--- config.mk ---
export PLATFORM = sky130hd
export DESIGN_NAME = param_sync_sram
export DESIGN_NICKNAME = d
export VERILOG_FILES = /design/src/rtl/param_sync_sram.sv
export SDC_FILE = /design/constraint.sdc
export NUM_CORES = 1
export LEC_CHECK = 0
export ABC_AREA = 0
export ABC_CLOCK_PERIOD_IN_PS = 2300
export BUFFER_PORTS_ARGS = -buffer_cell sky130_fd_sc_hd__buf_2
export CAP_MARGIN = 20
export CORE_MARGIN = 5
export CORE_UTILIZATION = 35
export CTS_BUF_LIST = sky130_fd_sc_hd__clkbuf_8
export DETAILED_ROUTE_END_ITERATION = 8
export GPL_TIMING_DRIVEN = 1
export MAX_ROUTING_LAYER = met4
export PLACE_DENSITY = 0.5
export SLEW_MARGIN = 20
export SYNTH_ARGS = -nofsm -noshare
export SYNTH_HDL_FRONTEND = slang
export SYNTH_SLANG_ARGS = --single-unit
--- constraint.sdc ---
create_clock -name clk -period 2.3 [get_ports clk]
set_input_delay 0.115 -clock clk [delete_from_list [all_inputs] [get_ports clk]]
set_output_delay 0.115 -clock clk [all_outputs]
set_load 0.01 [all_outputs]
--- src/rtl/param_sync_sram.sv ---
// param_sync_sram
// Parametrised single-port synchronous SRAM with a registered read port,
// byte-enable writes, a selectable same-address read-during-write policy,
// a read-valid strobe and an optional post-reset zero-fill sequencer.
//
// Parameters:
//   DATA_WIDTH     word width in bits (multiple of 8)
//   ADDR_WIDTH     address width; DEPTH = 2**ADDR_WIDTH words
//   RDW_MODE       0 = read-first (old word), 1 = write-first (merged word)
//   CLEAR_ON_RESET 1 = zero-fill the array after reset, 0 = no clear
//
// Ports:
//   clk        rising-edge clock
//   rst_n      asynchronous active-low reset (never resets the array itself)
//   write_en   write request
//   read_en    read request
//   address    shared read/write address
//   data_in    write data
//   byte_en    per-byte write mask, bit i covers data_in[8i+7:8i]
//   data_out   registered read data, holds between reads
//   read_valid data_out was loaded by a read on the previous edge
//   init_busy  clear sequence running; requests are ignored
module param_sync_sram #(
  parameter int unsigned DATA_WIDTH     = 8,
  parameter int unsigned ADDR_WIDTH     = 4,
  parameter int unsigned RDW_MODE       = 0,
  parameter int unsigned CLEAR_ON_RESET = 1
) (
  input  logic                    clk,
  input  logic                    rst_n,
  input  logic                    write_en,
  input  logic                    read_en,
  input  logic [ADDR_WIDTH-1:0]   address,
  input  logic [DATA_WIDTH-1:0]   data_in,
  input  logic [DATA_WIDTH/8-1:0] byte_en,
  output logic [DATA_WIDTH-1:0]   data_out,
  output logic                    read_valid,
  output logic                    init_busy
);

  localparam int unsigned DEPTH     = 1 << ADDR_WIDTH;
  localparam int unsigned NUM_BYTES = DATA_WIDTH / 8;

  typedef enum logic {
    CLEAR = 1'b0,
    READY = 1'b1
  } state_t;

  localparam state_t RESET_STATE = (CLEAR_ON_RESET != 0) ? CLEAR : READY;

  state_t                  state_q;
  state_t                  state_d;
  logic [ADDR_WIDTH-1:0]   clr_cnt_q;
  logic [ADDR_WIDTH-1:0]   clr_cnt_d;

  logic [DATA_WIDTH-1:0]   ram [DEPTH];

  logic [DATA_WIDTH-1:0]   old_word;
  logic [DATA_WIDTH-1:0]   merged_word;
  logic [DATA_WIDTH-1:0]   rd_word;
  logic                    mem_we;
  logic [ADDR_WIDTH-1:0]   mem_addr;
  logic [DATA_WIDTH-1:0]   mem_wdata;
  logic                    rd_load;

  // Word as it will look after a byte-masked write of data_in.
  always_comb begin
    old_word    = ram[address];
    merged_word = old_word;
    for (int unsigned i = 0; i < NUM_BYTES; i++) begin
      if (byte_en[i]) begin
        merged_word[8*i +: 8] = data_in[8*i +: 8];
      end
    end
  end

  // merged_word equals old_word when byte_en is zero, so a masked-off
  // write-first access still returns the unchanged word.
  always_comb begin
    rd_word = old_word;
    if ((RDW_MODE != 0) && write_en) begin
      rd_word = merged_word;
    end
  end

  always_comb begin
    state_d   = state_q;
    clr_cnt_d = clr_cnt_q;
    mem_we    = 1'b0;
    mem_addr  = address;
    mem_wdata = merged_word;
    rd_load   = 1'b0;
    case (state_q)
      CLEAR: begin
        mem_we    = 1'b1;
        mem_addr  = clr_cnt_q;
        mem_wdata = '0;
        clr_cnt_d = clr_cnt_q + 1'b1;
        if (clr_cnt_q == '1) begin
          state_d = READY;
        end
      end
      READY: begin
        mem_we  = write_en && (|byte_en);
        rd_load = read_en;
      end
      default: begin
        state_d = RESET_STATE;
      end
    endcase
  end

  always_ff @(posedge clk or negedge rst_n) begin
    if (!rst_n) begin
      state_q    <= RESET_STATE;
      clr_cnt_q  <= '0;
      data_out   <= '0;
      read_valid <= 1'b0;
    end else begin
      state_q    <= state_d;
      clr_cnt_q  <= clr_cnt_d;
      read_valid <= rd_load;
      if (rd_load) begin
        data_out <= rd_word;
      end
    end
  end

  // Array has no reset; writes are blocked while rst_n is low so contents
  // survive a reset when no clear is configured.
  always_ff @(posedge clk) begin
    if (mem_we && rst_n) begin
      ram[mem_addr] <= mem_wdata;
    end
  end

  assign init_busy = (state_q == CLEAR);

endmodule
==> results.sh <==
export IMPL_portBuffers=26
export IMPL_yosysMostFrequentCell="edfxtp_1"
export IMPL_fin_setup_tns_ps=0
export IMPL_crit_chain="mux4_1, mux2_2, a2bb2oi_2, a21oi_1, buf_4"
export IMPL_fin_crit_ps=1980
export IMPL_synth_top_family_by_area="multiplexers"
export IMPL_clockBufferDepth=2
export IMPL_cts_tree="built"
export IMPL_first_pass_iters=5
export IMPL_yosys_cell_types_count=35
export IMPL_cts_sinks=142
export IMPL_cpLargestDelayFamily="multiplexers"
export IMPL_cp_slowest_stage_delay_ps=520
export IMPL_overflow=0
export IMPL_synth_ff_type="edfxtp_1"
export IMPL_setup_violations=0
export IMPL_r2r_start="ram[11][1]"
export IMPL_yosysTopAreaCell="edfxtp_1"
export IMPL_antenna_found_initial=0
export IMPL_start_kind="flop"
export IMPL_cp_end_kind="flop"
export IMPL_post_cts_buffers=0
export IMPL_muxShareOfSynthArea=0.148
export IMPL_synth_xor_area_share=0.00452
export IMPL_crit_start="ram[11][1]"
export IMPL_fin_skew_ps=8.34
export IMPL_rsz0062_at_grt="false"
export IMPL_antenna_left=0
export IMPL_wl_mm=14.1
export IMPL_htree_levels=4
export IMPL_rows=47
export IMPL_hpwl_mm=9.20
export IMPL_crit_path_max_fanout=8
export IMPL_worstSetupPathType="reg -> reg"
export IMPL_synth_cell_area_um2=5810
export IMPL_cts_buffers=17
export IMPL_chipWidth_um=139
export IMPL_synthAdderAreaFrac=0.00215
export IMPL_nFillCells=1458
export IMPL_synth_simple_area_share=0.0388
export IMPL_ys_ff_latch=142
export IMPL_start_util=0.354
export IMPL_fmax_mhz=506
export IMPL_nNetsFinal=421
export IMPL_clk_latency_ps=440
export IMPL_syn2layout_area_growth_pct=22.0
export IMPL_grt_first_pass_wirelength_mm=21.0
export IMPL_cts_hold_buf=1
export IMPL_grt_pass1_vias=3336
export IMPL_track_usage=0.156
export IMPL_vias_per_cell=4.98
export IMPL_crit_slowest_cell="mux4_1"
export IMPL_arrival_ps=2170
export IMPL_yosys_warnings=0
export IMPL_synth_top_cell_area_share=0.662
export IMPL_status="finished clean"
export IMPL_cts_resized_gates=0
export IMPL_drv_slew=0
export IMPL_syn_inst=316
export IMPL_fp_dieH_um=139
export IMPL_place_gp_congestion=0.776
export IMPL_drc_errors=0
export IMPL_wl_per_cell_um=22.2
export IMPL_path_clk_slew_ps=80
export IMPL_drive_gt1_frac=0.333
export IMPL_synth_fp_nets=334
export IMPL_hold_viol_final=0
export IMPL_grt_max_degree=18
export IMPL_cts_root_buf="clkbuf_8"
export IMPL_hp_start="read_en"
export IMPL_synth_compound_area_frac=0.0646
export IMPL_seq_area_frac_synth=0.722
export IMPL_cp_num_buf_inv=1
export IMPL_drt_iter0_drc=242
export IMPL_max_slew_margin=0.570
export IMPL_vdd_ir_drop_max_mv=0.409
export IMPL_fin_crit_sh=0.860
export IMPL_utilization=0.432
export IMPL_power_density_nw_per_um2=728
export IMPL_worst_ep_required_time_ps=2490
export IMPL_async_flop_share=0.0986
export IMPL_p_leak_uw=0.00254
export IMPL_syn_avg_cell_area_um2=18.4
export IMPL_num_vias=3163
export IMPL_ys_top_cells_by_count="edfxtp_1, nor2_1, mux2i_1, mux4_1, dfrtp_1"
export IMPL_core_area_um2=16400
export IMPL_worst_pin_slew_ps=645
export IMPL_hold_path_class="in -> reg"
export IMPL_io_pins=27
export IMPL_dieArea_um2=19300
export IMPL_synth_edff_count=128
export IMPL_ys_top_cells_by_area="edfxtp_1, mux4_1, dfrtp_1, mux4_2, mux2i_1"
export IMPL_diodes=0
export IMPL_maxCapViolations=0
[logic make-up (layout without fill, tap and decap cells)]
group                    after synthesis  count (layout)
flip-flops                           142             142
buffers and inverters                 21             120
AO/OA/AOI/OAI                         48              48
adder cells (fa/ha/maj)                1               1
XOR/XNOR                               3               3
multiplexers                          49              49
AND/OR/NAND/NOR                       52              52
[worst reg2reg max path, stage by stage (launching register included)]
cell,delay [ps]
edfxtp_1,360
mux4_1,520
mux2_2,290
a2bb2oi_2,200
a21oi_1,170
buf_4,190
[power breakdown]
group	total (uW)	internal, uW	switching, uW
logic	422	195	227
registers	2880	2870	13.6
clock network	1850	936	915
total	5160	4000	1160
[sequential cells by signal (all words and copies together) (netlist names)]
signal	flops
ram	128
state_q	1
clr_cnt_q	4
data_out	8
read_valid	1
[per-stage QoR]
stage | cell area, um2 | setup WS [ps] | cells | hold slack [ps] | total power [uW]
2_1_floorplan | 5810 | 370 | 316 | -181 | 3160
3_3_place_gp | 6710 | 50.6 | 603 | 106 | 3360
3_5_place_dp | 6710 | -57.4 | 603 | 121 | 3360
4_1_cts | 7080 | 171 | 635 | 51.9 | 5210
5_1_grt | 7090 | 220 | 635 | 83.3 | 5370
6_report | 7090 | 322 | 635 | 76.9 | 5160
[layer usage]
metal	global-route usage	wire length [um]	part of all wire	up-vias
met4	0.0546	257	0.018	0
met2	0.252	7090	0.50	71
met3	0.0359	471	0.033	23
met1	0.195	6280	0.45	1626
met5	-	0	0	-
li1	-	-	-	1443
[placed cells by master (no fill, tap or decap), types with 3 or more instances in the layout]
cell / Yosys / routed
clkinv_2: 0 / 4
clkbuf_8: 0 / 17
dfrtp_1: 14 / 14
mux2i_1: 16 / 16
a21oi_1: 10 / 9
nor2_1: 27 / 27
inv_1: 4 / 6
a221o_1: 8 / 8
o21ai_0: 9 / 9
mux4_2: 9 / 9
mux2_2: 9 / 9
buf_4: 3 / 45
edfxtp_1: 128 / 128
buf_12: 0 / 13
buf_2: 2 / 26
mux4_1: 15 / 15
xnor2_1: 3 / 3
nand2_1: 13 / 13
o21ai_1: 8 / 8
a2bb2oi_2: 8 / 8
[final timing paths]
path                                 to  slack, ps  cells after the start
setup / recovery             ram[12][1]        320                      5
hold / removal               read_valid         80                      4
setup reg to reg             ram[12][1]        320                      5
hold reg to reg             data_out[0]        500                      2
max in group asynchronous   data_out[1]       1930                      3
min in group asynchronous  clr_cnt_q[3]        180                      3
[cell type report]
class                           instances  area (um2)  share of cell area
Inverter                                4        15.0             0.00212
Clock inverter                         14         128              0.0180
Clock buffer                           17         234              0.0330
Sequential cell                       142        4190               0.592
Multi-Input combinational cell        153        1500               0.212
Tap cell                              220         275              0.0388
Timing Repair Buffer                   85         738               0.104
(Power assumes the default switching activity.)
